### config.mk
export PLATFORM = sky130hd
export DESIGN_NAME = ddr_burst_seq_flat
export DESIGN_NICKNAME = d
export VERILOG_FILES = /design/src/rtl/ddr_burst_seq_pkg.sv /design/src/rtl/ddr_burst_seq_if.sv /design/src/rtl/ddr_burst_seq_cnt.sv /design/src/rtl/ddr_burst_seq.sv /design/src/flat_wrapper.sv
export SDC_FILE = /design/constraint.sdc
export NUM_CORES = 1
export LEC_CHECK = 0
export BUFFER_PORTS_ARGS = -buffer_cell sky130_fd_sc_hd__clkbuf_2
export CAP_MARGIN = 10
export CORE_MARGIN = 1
export CORE_UTILIZATION = 35
export CTS_CLUSTER_DIAMETER = 40
export DETAILED_ROUTE_END_ITERATION = 16
export GPL_TIMING_DRIVEN = 1
export SLEW_MARGIN = 25
export SYNTH_ARGS = -nofsm -noshare
export SYNTH_HDL_FRONTEND = slang
export SYNTH_SLANG_ARGS = --single-unit
### constraint.sdc
create_clock -name sdram_clk_0 -period 3.96 [get_ports sdram_clk_0]
set_input_delay 0.396 -clock sdram_clk_0 [delete_from_list [all_inputs] [get_ports sdram_clk_0]]
set_output_delay 0.396 -clock sdram_clk_0 [all_outputs]
set_load 0.005 [all_outputs]
### src/rtl/ddr_burst_seq_pkg.sv
`default_nettype none
//------------------------------------------------------------------------------
// ddr_seq_defs : state encodings, burst word counts and word field positions
// Rev 1.0
//------------------------------------------------------------------------------
package ddr_seq_defs;

    typedef enum logic [2:0] {
        ST_IDLE   = 3'd0,
        ST_WLAT   = 3'd1,
        ST_WPRE   = 3'd2,
        ST_WBURST = 3'd3,
        ST_RLAT   = 3'd4,
        ST_RBURST = 3'd5,
        ST_TURN   = 3'd6
    } state_t;

    localparam int c_DAT_W     = 36;
    localparam int c_WORDS_BL4 = 2;
    localparam int c_WORDS_BL8 = 4;

    localparam int c_BEAT0_MSB = 35;
    localparam int c_BEAT0_LSB = 20;
    localparam int c_BEAT1_MSB = 19;
    localparam int c_BEAT1_LSB = 4;
    localparam int c_BE_MSB    = 3;
    localparam int c_BE_LSB    = 0;

    // Words still to move after the first one of a burst
    function automatic logic [1:0] words_after_first(input logic i_bl);
        return i_bl ? 2'(c_WORDS_BL8 - 1) : 2'(c_WORDS_BL4 - 1);
    endfunction

endpackage
`default_nettype wire

### src/rtl/ddr_burst_seq_if.sv
`default_nettype none
//------------------------------------------------------------------------------
// ddr_burst_seq_if : command, TX/RX FIFO, PHY data and status signals
// Rev 1.0
//------------------------------------------------------------------------------
interface ddr_burst_seq_if;
    import ddr_seq_defs::*;

    logic               cmd_valid;
    logic               cmd_ready;
    logic               cmd_we;
    logic               cmd_bl;
    logic [c_DAT_W-1:0] fifo_dat_i;
    logic               fifo_empty;
    logic               fifo_rd;
    logic [c_DAT_W-1:0] tx_dat_o;
    logic               dq_en;
    logic               dqm_en;
    logic [c_DAT_W-1:0] rx_dat_i;
    logic [c_DAT_W-1:0] rx_dat_o;
    logic               rx_valid;
    logic               busy;
    logic               err_underrun;
    logic               err_clr;

    modport slave (
        input  cmd_valid, cmd_we, cmd_bl, fifo_dat_i, fifo_empty, rx_dat_i, err_clr,
        output cmd_ready, fifo_rd, tx_dat_o, dq_en, dqm_en, rx_dat_o, rx_valid,
               busy, err_underrun
    );

    modport master (
        output cmd_valid, cmd_we, cmd_bl, fifo_dat_i, fifo_empty, rx_dat_i, err_clr,
        input  cmd_ready, fifo_rd, tx_dat_o, dq_en, dqm_en, rx_dat_o, rx_valid,
               busy, err_underrun
    );

endinterface
`default_nettype wire

### src/rtl/ddr_burst_seq_cnt.sv
`default_nettype none
//------------------------------------------------------------------------------
// ddr_seq_cnt : 4-bit loadable down-counter, saturating at zero, with zero flag
// Rev 1.0
//------------------------------------------------------------------------------
module ddr_seq_cnt (
    input  logic       clk,
    input  logic       rst_n,
    input  logic       i_load,
    input  logic [3:0] i_val,
    input  logic       i_dec,
    output logic       o_zero
);

    logic [3:0] r_cnt;

    always_ff @(posedge clk or negedge rst_n) begin
        if (!rst_n) begin
            r_cnt <= 4'd0;
        end else if (i_load) begin
            r_cnt <= i_val;
        end else if (i_dec && (r_cnt != 4'd0)) begin
            r_cnt <= r_cnt - 4'd1;
        end
    end

    assign o_zero = (r_cnt == 4'd0);

endmodule
`default_nettype wire

### src/rtl/ddr_burst_seq.sv
`default_nettype none
//------------------------------------------------------------------------------
// ddr_burst_seq : data-phase sequencer between command FSM/FIFOs and DDR PHY
// Rev 1.0
//------------------------------------------------------------------------------
module ddr_burst_seq
    import ddr_seq_defs::*;
#(
    parameter int WL   = 3,
    parameter int RL   = 5,
    parameter int TURN = 2
) (
    input  logic            sdram_clk_0,
    input  logic            wb_rst_n,
    ddr_burst_seq_if.slave  bus
);

    localparam logic [3:0] c_WL_LD     = 4'(WL - 1);
    localparam logic [3:0] c_RL_LD     = 4'(RL - 1);
    localparam logic [3:0] c_TURN_LD   = (TURN > 0) ? 4'(TURN - 1) : 4'd0;
    localparam state_t     c_AFTER_BST = (TURN > 0) ? ST_TURN : ST_IDLE;

    state_t             r_state, w_state_nxt;
    logic               r_alive;
    logic [1:0]         r_last, w_last_nxt;
    logic [1:0]         r_wrem, w_wrem_nxt;
    logic [c_DAT_W-1:0] r_tx, w_tx_nxt;
    logic               r_dq_en, w_dq_en_nxt;
    logic               r_dqm, w_dqm_nxt;
    logic [c_DAT_W-1:0] r_rx, w_rx_nxt;
    logic               r_rx_valid, w_rx_valid_nxt;
    logic               r_busy;
    logic               r_err, w_err_nxt;
    logic               w_cnt_load, w_cnt_dec, w_cnt_zero;
    logic [3:0]         w_cnt_val;
    logic               w_ready, w_wr_word;
    logic [c_DAT_W-1:0] w_tx_word;

    ddr_seq_cnt u_cnt (
        .clk    (sdram_clk_0),
        .rst_n  (wb_rst_n),
        .i_load (w_cnt_load),
        .i_val  (w_cnt_val),
        .i_dec  (w_cnt_dec),
        .o_zero (w_cnt_zero)
    );

    // r_alive keeps cmd_ready low until the first edge after reset release
    assign w_ready   = r_alive && (r_state == ST_IDLE);
    assign w_wr_word = (r_state == ST_WPRE) || ((r_state == ST_WBURST) && (r_wrem != 2'd0));
    assign w_tx_word = bus.fifo_empty ? '0 :
                       {bus.fifo_dat_i[c_BEAT0_MSB:c_BEAT0_LSB],
                        bus.fifo_dat_i[c_BEAT1_MSB:c_BEAT1_LSB],
                        bus.fifo_dat_i[c_BE_MSB:c_BE_LSB]};

    always_ff @(posedge sdram_clk_0 or negedge wb_rst_n) begin
        if (!wb_rst_n) begin
            r_state <= ST_IDLE;
        end else begin
            r_state <= w_state_nxt;
        end
    end

    always_comb begin
        w_state_nxt    = r_state;
        w_last_nxt     = r_last;
        w_wrem_nxt     = r_wrem;
        w_tx_nxt       = r_tx;
        w_dq_en_nxt    = r_dq_en;
        w_dqm_nxt      = r_dqm;
        w_rx_nxt       = r_rx;
        w_rx_valid_nxt = 1'b0;
        w_cnt_load     = 1'b0;
        w_cnt_val      = 4'd0;
        w_cnt_dec      = 1'b0;
        w_err_nxt      = (r_err && !bus.err_clr) || (w_wr_word && bus.fifo_empty);

        case (r_state)
            ST_IDLE: begin
                if (bus.cmd_valid && w_ready) begin
                    w_last_nxt  = words_after_first(bus.cmd_bl);
                    w_cnt_load  = 1'b1;
                    w_cnt_val   = bus.cmd_we ? c_WL_LD : c_RL_LD;
                    w_state_nxt = bus.cmd_we ? ST_WLAT : ST_RLAT;
                end
            end
            ST_WLAT: begin
                if (w_cnt_zero) begin
                    w_dq_en_nxt = 1'b1;
                    w_dqm_nxt   = 1'b1;
                    w_tx_nxt    = '0;
                    w_state_nxt = ST_WPRE;
                end else begin
                    w_cnt_dec = 1'b1;
                end
            end
            ST_WPRE: begin
                w_tx_nxt    = w_tx_word;
                w_dqm_nxt   = bus.fifo_empty;
                w_wrem_nxt  = r_last;
                w_state_nxt = ST_WBURST;
            end
            ST_WBURST: begin
                if (r_wrem != 2'd0) begin
                    w_tx_nxt   = w_tx_word;
                    w_dqm_nxt  = bus.fifo_empty;
                    w_wrem_nxt = r_wrem - 2'd1;
                end else begin
                    w_tx_nxt    = '0;
                    w_dq_en_nxt = 1'b0;
                    w_dqm_nxt   = 1'b0;
                    w_cnt_load  = 1'b1;
                    w_cnt_val   = c_TURN_LD;
                    w_state_nxt = c_AFTER_BST;
                end
            end
            ST_RLAT: begin
                if (w_cnt_zero) begin
                    w_rx_nxt       = bus.rx_dat_i;
                    w_rx_valid_nxt = 1'b1;
                    w_wrem_nxt     = r_last;
                    w_state_nxt    = ST_RBURST;
                end else begin
                    w_cnt_dec = 1'b1;
                end
            end
            ST_RBURST: begin
                if (r_wrem != 2'd0) begin
                    w_rx_nxt       = bus.rx_dat_i;
                    w_rx_valid_nxt = 1'b1;
                    w_wrem_nxt     = r_wrem - 2'd1;
                end else begin
                    w_cnt_load  = 1'b1;
                    w_cnt_val   = c_TURN_LD;
                    w_state_nxt = c_AFTER_BST;
                end
            end
            ST_TURN: begin
                if (w_cnt_zero) begin
                    w_state_nxt = ST_IDLE;
                end else begin
                    w_cnt_dec = 1'b1;
                end
            end
            default: begin
                w_state_nxt = ST_IDLE;
            end
        endcase
    end

    always_ff @(posedge sdram_clk_0 or negedge wb_rst_n) begin
        if (!wb_rst_n) begin
            r_alive    <= 1'b0;
            r_last     <= 2'd0;
            r_wrem     <= 2'd0;
            r_tx       <= '0;
            r_dq_en    <= 1'b0;
            r_dqm      <= 1'b0;
            r_rx       <= '0;
            r_rx_valid <= 1'b0;
            r_busy     <= 1'b0;
            r_err      <= 1'b0;
        end else begin
            r_alive    <= 1'b1;
            r_last     <= w_last_nxt;
            r_wrem     <= w_wrem_nxt;
            r_tx       <= w_tx_nxt;
            r_dq_en    <= w_dq_en_nxt;
            r_dqm      <= w_dqm_nxt;
            r_rx       <= w_rx_nxt;
            r_rx_valid <= w_rx_valid_nxt;
            r_busy     <= (w_state_nxt != ST_IDLE);
            r_err      <= w_err_nxt;
        end
    end

    assign bus.cmd_ready    = w_ready;
    assign bus.fifo_rd      = w_wr_word && !bus.fifo_empty;
    assign bus.tx_dat_o     = r_tx;
    assign bus.dq_en        = r_dq_en;
    assign bus.dqm_en       = r_dqm;
    assign bus.rx_dat_o     = r_rx;
    assign bus.rx_valid     = r_rx_valid;
    assign bus.busy         = r_busy;
    assign bus.err_underrun = r_err;

endmodule
`default_nettype wire

### src/flat_wrapper.sv
// flat-port wrapper written by rule: the top's interface ports become plain ports
module ddr_burst_seq_flat import ddr_seq_defs::*;
#(
    parameter int WL   = 3,
    parameter int RL   = 5,
    parameter int TURN = 2
)
  (sdram_clk_0, wb_rst_n, bus_cmd_valid, bus_cmd_we, bus_cmd_bl, bus_fifo_dat_i, bus_fifo_empty, bus_rx_dat_i, bus_err_clr, bus_cmd_ready, bus_fifo_rd, bus_tx_dat_o, bus_dq_en, bus_dqm_en, bus_rx_dat_o, bus_rx_valid, bus_busy, bus_err_underrun);
  ddr_burst_seq_if bus_i ();
  input  logic sdram_clk_0;
  input  logic wb_rst_n;
  input wire logic [$bits(bus_i.cmd_valid)-1:0] bus_cmd_valid;
  input wire logic [$bits(bus_i.cmd_we)-1:0] bus_cmd_we;
  input wire logic [$bits(bus_i.cmd_bl)-1:0] bus_cmd_bl;
  input wire logic [$bits(bus_i.fifo_dat_i)-1:0] bus_fifo_dat_i;
  input wire logic [$bits(bus_i.fifo_empty)-1:0] bus_fifo_empty;
  input wire logic [$bits(bus_i.rx_dat_i)-1:0] bus_rx_dat_i;
  input wire logic [$bits(bus_i.err_clr)-1:0] bus_err_clr;
  output wire logic [$bits(bus_i.cmd_ready)-1:0] bus_cmd_ready;
  output wire logic [$bits(bus_i.fifo_rd)-1:0] bus_fifo_rd;
  output wire logic [$bits(bus_i.tx_dat_o)-1:0] bus_tx_dat_o;
  output wire logic [$bits(bus_i.dq_en)-1:0] bus_dq_en;
  output wire logic [$bits(bus_i.dqm_en)-1:0] bus_dqm_en;
  output wire logic [$bits(bus_i.rx_dat_o)-1:0] bus_rx_dat_o;
  output wire logic [$bits(bus_i.rx_valid)-1:0] bus_rx_valid;
  output wire logic [$bits(bus_i.busy)-1:0] bus_busy;
  output wire logic [$bits(bus_i.err_underrun)-1:0] bus_err_underrun;
  assign bus_i.cmd_valid = bus_cmd_valid;
  assign bus_i.cmd_we = bus_cmd_we;
  assign bus_i.cmd_bl = bus_cmd_bl;
  assign bus_i.fifo_dat_i = bus_fifo_dat_i;
  assign bus_i.fifo_empty = bus_fifo_empty;
  assign bus_i.rx_dat_i = bus_rx_dat_i;
  assign bus_i.err_clr = bus_err_clr;
  assign bus_cmd_ready = bus_i.cmd_ready;
  assign bus_fifo_rd = bus_i.fifo_rd;
  assign bus_tx_dat_o = bus_i.tx_dat_o;
  assign bus_dq_en = bus_i.dq_en;
  assign bus_dqm_en = bus_i.dqm_en;
  assign bus_rx_dat_o = bus_i.rx_dat_o;
  assign bus_rx_valid = bus_i.rx_valid;
  assign bus_busy = bus_i.busy;
  assign bus_err_underrun = bus_i.err_underrun;
  ddr_burst_seq #(.WL(WL), .RL(RL), .TURN(TURN)) u_core (.sdram_clk_0(sdram_clk_0), .wb_rst_n(wb_rst_n), .bus(bus_i));
endmodule
==> out/qor.yml, run 1 <==
routabilityCongestion: 0.785
synth_top_area_cell: "dfrtp_1"
crit_required_ps: 4190
fin_skew_ps: 10.4
maxCapViolCount: 0
antenna_found_initial: 0
die_area_um2: 10600
yosys-top-cells-count: "dfrtp_1, a22o_1, mux2_2, nand2_1"
cp_slowest_cell: "nor3b_1"
yosysTopAreaCellShare_pct: 62.6
initial_core_util_pct: 36.2
period_share_pct: 57.9
fmax_mhz: 436
synth_edf_count: 0
seq_area_um2: 2230
power_density_nw_per_um2: 823
ir_worst_vdd_mv: 0.333
grt_max_degree: 57
vias: 2612
routed_wl_mm: 7.96
grt_usage_pct: 14.6
port_buffers: 157
ioPinCount: 158
postCtsSetupBuffers: 0
clock_path_buffers: 2
synth_cells: 256
grt_pass1_vias: 2396
grt_pass1_wl_mm: 11.7
ctsHoldBuffers: 0
cts_max_level: 3
clock_sinks: 89
rsz0062_at_grt: "no"
cp-start-kind: "flip-flop"
areaGrowthSynthToFinish_pct: 29.7
synth.yosys.seq_area_share_pct: 62.6
drt-initial-drc-count: 75
place_ws_ps: 1710
setup_ws_ps: 1670
fin_crit_ps: 2290
fp.dieH_um: 103
ys_types: 45
multi_input_area_um2: 1200
p_leak_nw: 2.40
path_class: "flip-flop to flip-flop"
tightest_slew_ps: 730
status: "completed"
die_w_um: 103
end_kind: "flip-flop"
wl_per_cell_um: 14.5
core_um2: 9820
setup_viol: 0
critPathMaxFanout: 37
cts_resized: 0
drc: 0
cp_cell_sequence: "inv_1 > ha_1 > nor3b_1 > a21o_1 > nand2_2 > a22o_1"
rows: 36
clock-root-buffer: "clkbuf_8"
clk_pin_slew_ps: 100
syn-num-nets: 337
async_flop_share_pct: 100
slew-limit-headroom_pct: 51.2
avgSynthCellArea_um2: 13.9
cp_data_arrival_time_ps: 2520
hold_viol: 0
cts_buffers: 9
synthFlopType: "dfrtp_1"
drv_slew: 0
synthTopCellsByArea: "dfrtp_1, mux2_2, a22o_1"
synth-seq-cells: 89
viasPerCell: 4.76
yosysMostFrequentCell: "dfrtp_1"
fin_setup_tns_ps: 0
drt_pre_antenna_iters: 4
hold_path_class: "primary input to asynchronous set/reset pin"
syn-cell-area_um2: 3560
finalNetCount: 492
max_stage_delay_ps: 530
n_fill_cell: 958
diodes: 0
detail-route-antenna-nets: 0
clock_latency_ps: 350
yosysWarnings: 0
drive_gt1_share_pct: 52.6
cts_tree: "built"
grt.overflow.total: 0
dp_hpwl_mm: 5.60
[kinds of logic (layout without fill, tap and decap cells)]
logic type | after synthesis | after routing | synth area share, %
AOI/OAI and AO/OA | 63 | 63 | 13.9
xor gates and xnor gates | 1 | 1 | 0.246
buffers and inverters | 24 | 184 | 3.62
other | 1 | 1 | 0.105
and+or+nand+nor | 38 | 38 | 6.02
muxes | 38 | 38 | 12.8
adders and majority gates | 2 | 2 | 0.703
DFF | 89 | 89 | 62.6
[final timing paths]
path	cells after the start	slack [ps]	to	start
worst min-delay path	1	80	u_core.bus.rx_dat_o[13]	wb_rst_n
min in group sdram_clk_0	2	210	u_core.bus.err_underrun	bus_err_clr
max in group asynchronous	2	2940	u_core.bus.tx_dat_o[7]	wb_rst_n
worst min register to register	1	480	u_core.r_last[0]	u_core.r_last[0]
worst max register to register	6	1670	u_core.bus.tx_dat_o[5]	u_core.u_cnt.r_cnt[0]
worst max-delay path	6	1670	u_core.bus.tx_dat_o[5]	u_core.u_cnt.r_cnt[0]
[per-layer routing]
| metal | up-vias | track usage [%] | part of all wire, % | routed length (um) |
|---|---|---|---|---|
| met5 | - | 0 | 0 | 0 |
| met4 | 0 | 5.42 | 1.2 | 93 |
| met3 | 7 | 5.02 | 7.5 | 595 |
| met2 | 99 | 23.5 | 47 | 3770 |
| met1 | 1269 | 18.3 | 44 | 3500 |
| li1 | 1237 | - | - | - |
[state kept, by name, indices dropped and copies added, names as in the netlist]
| name | flops |
|---|---|
| u_core.bus.rx_dat_o | 36 |
| u_core.r_wrem | 2 |
| u_core.r_state | 3 |
| u_core.bus.err_underrun | 1 |
| u_core.bus.tx_dat_o | 36 |
| u_core.u_cnt.r_cnt | 4 |
| u_core.bus.dq_en | 1 |
| u_core.bus.dqm_en | 1 |
| u_core.bus.rx_valid | 1 |
| u_core.bus.busy | 1 |
| u_core.r_last | 2 |
| u_core.r_alive | 1 |
[report_power, final]
part	leakage, nW	internal (mW)	switching (mW)
clock	0.0903	0.250	0.327
combinational	1.21	0.859	0.721
sequential	1.10	1.35	0.288
[through the flow]
stage | utilization (%) | area [um2] | power [mW] | hold slack, ps | instances
floorplan | - | 3560 | 2.66 | 100 | 256
global placement | 45.1 | 4430 | 3.20 | 459 | 533
detailed placement | 45.1 | 4430 | 3.26 | 454 | 533
CTS | 47.0 | 4610 | 3.85 | 115 | 549
global route | 47.0 | 4610 | 4.10 | 124 | 549
finish | 47.0 | 4610 | 3.80 | 84.4 | 549
[critical path, delay by kind of cell (launching register included)]
family	cells	cell delay, ps
compound gates	2	570
fa+ha+maj	1	170
buf+inv	1	70
flops	1	410
simple gates	2	940
[layout by cell type (no fill, tap or decap), drive strengths merged, types with 2 or more instances in the layout]
cell    instances
buf             3
nor2b           2
nand2          12
nor3b           2
or3             2
a22o           38
nand3           6
o21ai           8
dfrtp          89
a31oi           3
a21oi           2
clkinv          2
o22ai           2
nor2            6
clkbuf        167
ha              2
o211ai          2
nor3            2
mux2           37
inv            11
[layout make-up]
cell class / instances / area share (%)
repair buffers: 159 / 17.4
well taps: 133 / 3.61
clock buffers: 11 / 3.07
multi-input cells: 143 / 26.0
clock inverters: 5 / 0.841
inverters: 9 / 0.733
flip-flops and latches: 89 / 48.3
No activity file was read; power rests on OpenSTA's default activity.
==> run 2: changes to the inputs <==
==> constraint.sdc (replaced) <==
create_clock -name sdram_clk_0 -period 2.35 [get_ports sdram_clk_0]
set_input_delay 0.235 -clock sdram_clk_0 [delete_from_list [all_inputs] [get_ports sdram_clk_0]]
set_output_delay 0.235 -clock sdram_clk_0 [all_outputs]
set_load 0.005 [all_outputs]
==> run 2 against run 1 <==
Non-clock buffer count grew 3. Clock skew grew 2.9 ps. Flip-flop and latch count is the same. Sequential power grew 67%. Die area is the same. Wire length shrank 0.92%. Worst setup slack lost 1500 ps. Core utilization grew 0.79 points. Cell count grew 0.36%. Largest cell class unchanged. Largest power group unchanged.
==> out/qor.yml, run 2 (synthesis gave the netlist of run 1 again) <==
status: "completed"
finalNetCount: 495  # +0.61%
ir_worst_vdd_mv: 0.472  # +42%
diodes: 0  # unchanged
min_path_cells: 2
path_buf_inv: 3  # +2
hold_viol: 0  # unchanged
tightest_slew_ps: 698  # -31.6 ps
hp-start: "bus_err_clr"
ioPinCount: 158  # unchanged
max_stage_delay_ps: 340  # -190 ps
cp_cell_sequence: "inv_1 > ha_1 > nand2_1 > nand2_1 > nor2_4 > buf_12 > clkbuf_2"
grt_pass1_wl_mm: 11.8  # +0.41%
crit_required_ps: 2120  # -2070 ps
holdWs_ps: 49.9  # -34.5 ps
p_total_mw: 6.53  # +72%
cts_tree: "built"
cp_top_family: "simple AND/OR/NAND/NOR gates"
postCtsSetupBuffers: 0  # unchanged
slew-limit-headroom_pct: 53.3  # +2.1 points
cp_data_arrival_time_ps: 1950  # -570 ps
cp-start-kind: "flip-flop"
grt_pass1_vias: 2442  # +1.9%
fp.dieH_um: 103  # unchanged
finalInstanceArea_um2: 4690  # +1.7%
die_area_um2: 10600  # unchanged
multi_input_area_um2: 1210  # +0.42%
maxCapViolCount: 0  # unchanged
place_ws_ps: 278  # -1430 ps
hold_path_class: "primary input to flip-flop"
fin_crit_ps: 2180
mostFrequentLayoutCell: "clkbuf_2"
routed_wl_mm: 7.88  # -0.92%
rows: 36  # unchanged
cts_buffers: 9  # unchanged
fin_skew_ps: 13.2  # +2.86 ps
detail-route-antenna-nets: 0  # unchanged
cp_slowest_cell: "dfrtp_1"
clock_latency_ps: 360  # about the same
critPathMaxFanout: 31  # -16%
r2r_setup_slack_ps: 290  # -1380 ps
r2r_start: "u_core.u_cnt.r_cnt[0]"
drt_pre_antenna_iters: 4  # unchanged
setup_ws_ps: 168  # -1500 ps
r2r_cells: 6  # unchanged
clk_pin_slew_ps: 90  # about the same
placed_area_um2: 4470  # +0.90%
grt.overflow.total: 0  # unchanged
fin_setup_tns_ps: 0  # unchanged
clock-root-buffer: "clkbuf_8"
period_share_pct: 92.8
dp_hpwl_mm: 5.60  # -0.14%
drt-initial-drc-count: 77  # +2.7%
clock_sinks: 89  # unchanged
port_buffers: 157  # unchanged
wl_per_cell_um: 14.3  # -1.3%
antenna_found_initial: 0  # unchanged
setup_viol: 0  # unchanged
path_class: "flip-flop to primary output"
p_leak_nw: 2.43  # +1.4%
seq_area_um2: 2230  # unchanged
die_w_um: 103  # unchanged
n_fill_cell: 909  # -5.1%
power_density_nw_per_um2: 1390  # +69%
worstHoldEndpoint: "u_core.bus.err_underrun"
drc: 0  # unchanged
drv_slew: 0  # unchanged
cp_common_cell: "nand2_1"
drive_gt1_share_pct: 52.9  # +0.23 points
final_cell_mix: "clkbuf_2, dfrtp_1, a22o_1"
core_um2: 9820  # unchanged
rsz0062_at_grt: "no"
clock_path_buffers: 2  # unchanged
cts_max_level: 3  # unchanged
end_kind: "primary output"
routabilityCongestion: 0.775  # -1.3%
r2r_end: "u_core.bus.rx_dat_o[16]"
vias: 2623  # +0.42%
grt_max_degree: 53  # -7.0%
viasPerCell: 4.76  # about the same
areaGrowthSynthToFinish_pct: 31.8
initial_core_util_pct: 36.2  # unchanged
fmax_mhz: 458
grt_usage_pct: 14.8  # +0.19 points
-- run 2: cell type report --
type                       count  share of cell area [%]
clock inverter                 4                    1.09
inverter                       9                   0.720
multi-input combinational    143                    25.7
tap                          133                    3.55
timing repair buffer         162                    18.2
sequential                    89                    47.5
clock buffer                  11                    3.23
-- run 2: worst max-delay path by stage --
stage / startpoint / slack, ps / cells past startpoint / end
detailed placement: u_core.u_cnt.r_cnt[0] / 280 / 6 / u_core.bus.rx_dat_o[20]
floorplan: u_core.u_cnt.r_cnt[0] / 510 / 7 / u_core.bus.rx_dat_o[20]
global placement: u_core.u_cnt.r_cnt[0] / 310 / 6 / u_core.bus.rx_dat_o[16]
global route: u_core.r_wrem[0] / 40 / 7 / bus_fifo_rd
CTS: u_core.r_wrem[0] / 70 / 7 / bus_fifo_rd
finish: u_core.r_wrem[0] / 170 / 7 / bus_fifo_rd
-- run 2: through the flow --
stage          cells  util (%)
2_1_floorplan    256         -
3_3_place_gp     535      45.5
3_5_place_dp     535      45.5
4_1_cts          551      47.7
5_1_grt          551      47.8
6_report         551      47.8
-- run 2: layer usage --
| layer | global-route usage (%) | up-vias | share of wire [%] | wire [um] |
|---|---|---|---|---|
| met5 | 0 | - | 0 | 0 |
| met4 | 8.13 | 0 | 2.1 | 162 |
| met3 | 3.73 | 11 | 6.4 | 502 |
| met2 | 24.6 | 92 | 48 | 3800 |
| met1 | 17.6 | 1270 | 43 | 3410 |
| li1 | - | 1250 | - | - |
-- run 2: what timing repair did --
| action | 4_1_cts | 5_1_grt |
|---|---|---|
| endpoints found under the setup margin | 0 | 1 |
| hold buffers | 1 | 0 |
| resized for setup | 0 | 1 |
| endpoints found under the hold margin | 37 | 0 |
-- run 2: worst reg2reg max path, stage by stage (launching register included) --
cell and delay [ps]:
dfrtp_1 410, inv_1 70, ha_1 160, or3b_4 420
mux2i_4 180, nand2_4 300, mux2_4 420
-- run 2: power by group --
part | total [mW] | leakage [nW] | switching (mW) | internal [mW]
sequential | 2.74 | 1.10 | 0.464 | 2.28
clock | 1.08 | 0.102 | 0.536 | 0.546
combinational | 2.71 | 1.23 | 1.23 | 1.48
total | 6.53 | 2.43 | 2.23 | 4.30
==> run 3: changes to the inputs <==
--- a/config.mk
+++ b/config.mk
@@ -12,6 +12,7 @@
 export CTS_CLUSTER_DIAMETER = 40
 export DETAILED_ROUTE_END_ITERATION = 16
 export GPL_TIMING_DRIVEN = 1
+export REMOVE_ABC_BUFFERS = 1
 export SLEW_MARGIN = 25
 export SYNTH_ARGS = -nofsm -noshare
 export SYNTH_HDL_FRONTEND = slang
==> run 3 against run 2 <==
Die area unchanged. Register-to-register slack improved by 20 ps. Clock power down 14%. Flip-flop and latch count did not move. Fmax increased by 1.0%. Sequential power about the same. Critical path type unchanged. Critical endpoint unchanged.
==> out/qor.yml, run 3 (synthesis gave the netlist of run 1 again) <==
status: "completed"
clock_path_buffers: 2  # unchanged
grt_usage_pct: 14.6  # -0.24 points
switching_share_pct: 35.1  # +0.94 points
clock_latency_ps: 350  # about the same
power_switching_mw: 2.23  # about the same
clk_pin_slew_ps: 80  # about the same
die_area_um2: 10600  # unchanged
end_kind: "primary output"
dp_hpwl_mm: 5.67  # +1.3%
clkPwrFrac_pct: 14.7  # -1.9 points
viasPerCell: 4.78  # +0.38%
p_seq_share_pct: 43.4  # +1.5 points
cp_slowest_cell: "dfrtp_1"
drt_pre_antenna_iters: 4  # unchanged
place_ws_ps: 295  # +17.2 ps
cp_data_arrival_time_ps: 1920  # -30 ps
fin_setup_tns_ps: 0  # unchanged
setup_viol: 0  # unchanged
fmax_mhz: 463  # +1.0%
final_cell_mix: "clkbuf_2, dfrtp_1, a22o_1"
period_share_pct: 91.9  # -0.95 points
ioPinCount: 158  # unchanged
comb_power_share_pct: 41.9  # +0.4 points
slew-limit-headroom_pct: 52.2  # -1.0 points
vias: 2633  # +0.38%
drt-initial-drc-count: 66  # -14%
path_buf_inv: 3  # unchanged
place_inst: 535  # unchanged
grt_pass1_wl_mm: 11.7  # -0.29%
cts_tree: "built"
internal_power_mw: 4.13  # -4.0%
postCtsSetupBuffers: 0  # unchanged
drv_slew: 0  # unchanged
grt.overflow.total: 0  # unchanged
cp_cell_sequence: "inv_1 > ha_1 > nand2_1 > nand2_1 > nor2_2 > buf_4 > clkbuf_2"
setup_ws_ps: 191  # +22.4 ps
routabilityCongestion: 0.775  # about the same
p_leak_nw: 2.40  # -1.1%
power_density_nw_per_um2: 1370  # -1.6%
grt_max_degree: 53  # unchanged
crit_required_ps: 2120  # about the same
diodes: 0  # unchanged
drive_gt1_share_pct: 52.9  # unchanged
final_cells: 551  # unchanged
grt_pass1_vias: 2379  # -2.6%
finalNetCount: 495  # unchanged
path_class: "flip-flop to primary output"
drc: 0  # unchanged
maxCapViolCount: 0  # unchanged
cts_buffers: 9  # unchanged
rsz0062_at_grt: "no"
die_w_um: 103  # unchanged
areaGrowthSynthToFinish_pct: 30.4
rows: 36  # unchanged
clock-root-buffer: "clkbuf_8"
wl_per_cell_um: 14.3  # -0.20%
critPathMaxFanout: 31  # unchanged
cp-start-kind: "flip-flop"
core_um2: 9820  # unchanged
cp_common_cell: "nand2_1"
hold_path_class: "primary input to flip-flop"
mostFrequentLayoutCell: "clkbuf_2"
detail-route-antenna-nets: 0  # unchanged
fp.dieH_um: 103  # unchanged
routed_wl_mm: 7.87  # -0.20%
cts_max_level: 3  # unchanged
tightest_slew_ps: 714  # +15.7 ps
cp_top_family: "buffers and inverters"
hold_viol: 0  # unchanged
ir_worst_vdd_mv: 0.509  # +8.0%
port_buffers: 157  # unchanged
clock_sinks: 89  # unchanged
initial_core_util_pct: 36.2  # unchanged
fin_skew_ps: 14.8  # +1.55 ps
fin_crit_ps: 2160  # -22.4 ps
max_stage_delay_ps: 330  # about the same
antenna_found_initial: 0  # unchanged
p_total_mw: 6.36  # -2.6%
run 3: area by class of cell:
class	count	area, um2
clock buffer	10	128
clock inverter	5	41.3
fill	947	5180
inverter	9	33.8
multi-input combinational	143	1200
sequential	89	2230
tap	133	166
timing repair buffer	162	841
run 3: worst paths after layout:
kind	from	endpoint	slack, ps	depth (start not counted)
worst max-delay path	u_core.r_wrem[0]	bus_fifo_rd	190	7
worst min-delay path	bus_err_clr	u_core.bus.err_underrun	90	2
worst max register to register	u_core.u_cnt.r_cnt[0]	u_core.bus.rx_dat_o[35]	310	6
worst min register to register	u_core.r_last[0]	u_core.r_last[0]	490	1
max in group asynchronous	wb_rst_n	u_core.r_state[1]	1290	3
min in group asynchronous	wb_rst_n	u_core.bus.rx_dat_o[20]	380	2
run 3: power groups by stage:
stage	Clock [mW]	Sequential [mW]	Combinational [mW]
after floorplan	0	2.79	1.55
after global placement	0	2.76	2.66
after detailed placement	0	2.79	2.71
after CTS	0.964	2.76	2.73
after global routing	1.05	2.87	2.99
final	0.934	2.76	2.67
run 3: per-layer routing:
layer	global-route usage, %	vias to the layer above	wire length, um
li1	-	1252	-
met1	18.5	1292	3370
met2	24.3	79	3990
met3	2.71	10	382
met4	6.50	0	122
met5	0	-	0
run 3: metrics by stage:
stage          instance area (um2)  hold slack, ps  util (%)
4_1_cts                       4640            81.8      47.2
6_report                      4640            89.3      47.2
2_1_floorplan                 3460           -60.6         -
5_1_grt                       4640            61.8      47.2
3_5_place_dp                  4460             235      45.4
3_3_place_gp                  4460             228      45.4
run 3: repair_timing:
item | CTS | global route
gates resized for setup | 0 | 1
endpoints found under the setup margin | 0 | 1
hold buffers | 1 | 0
endpoints found under the hold margin | 37 | 0
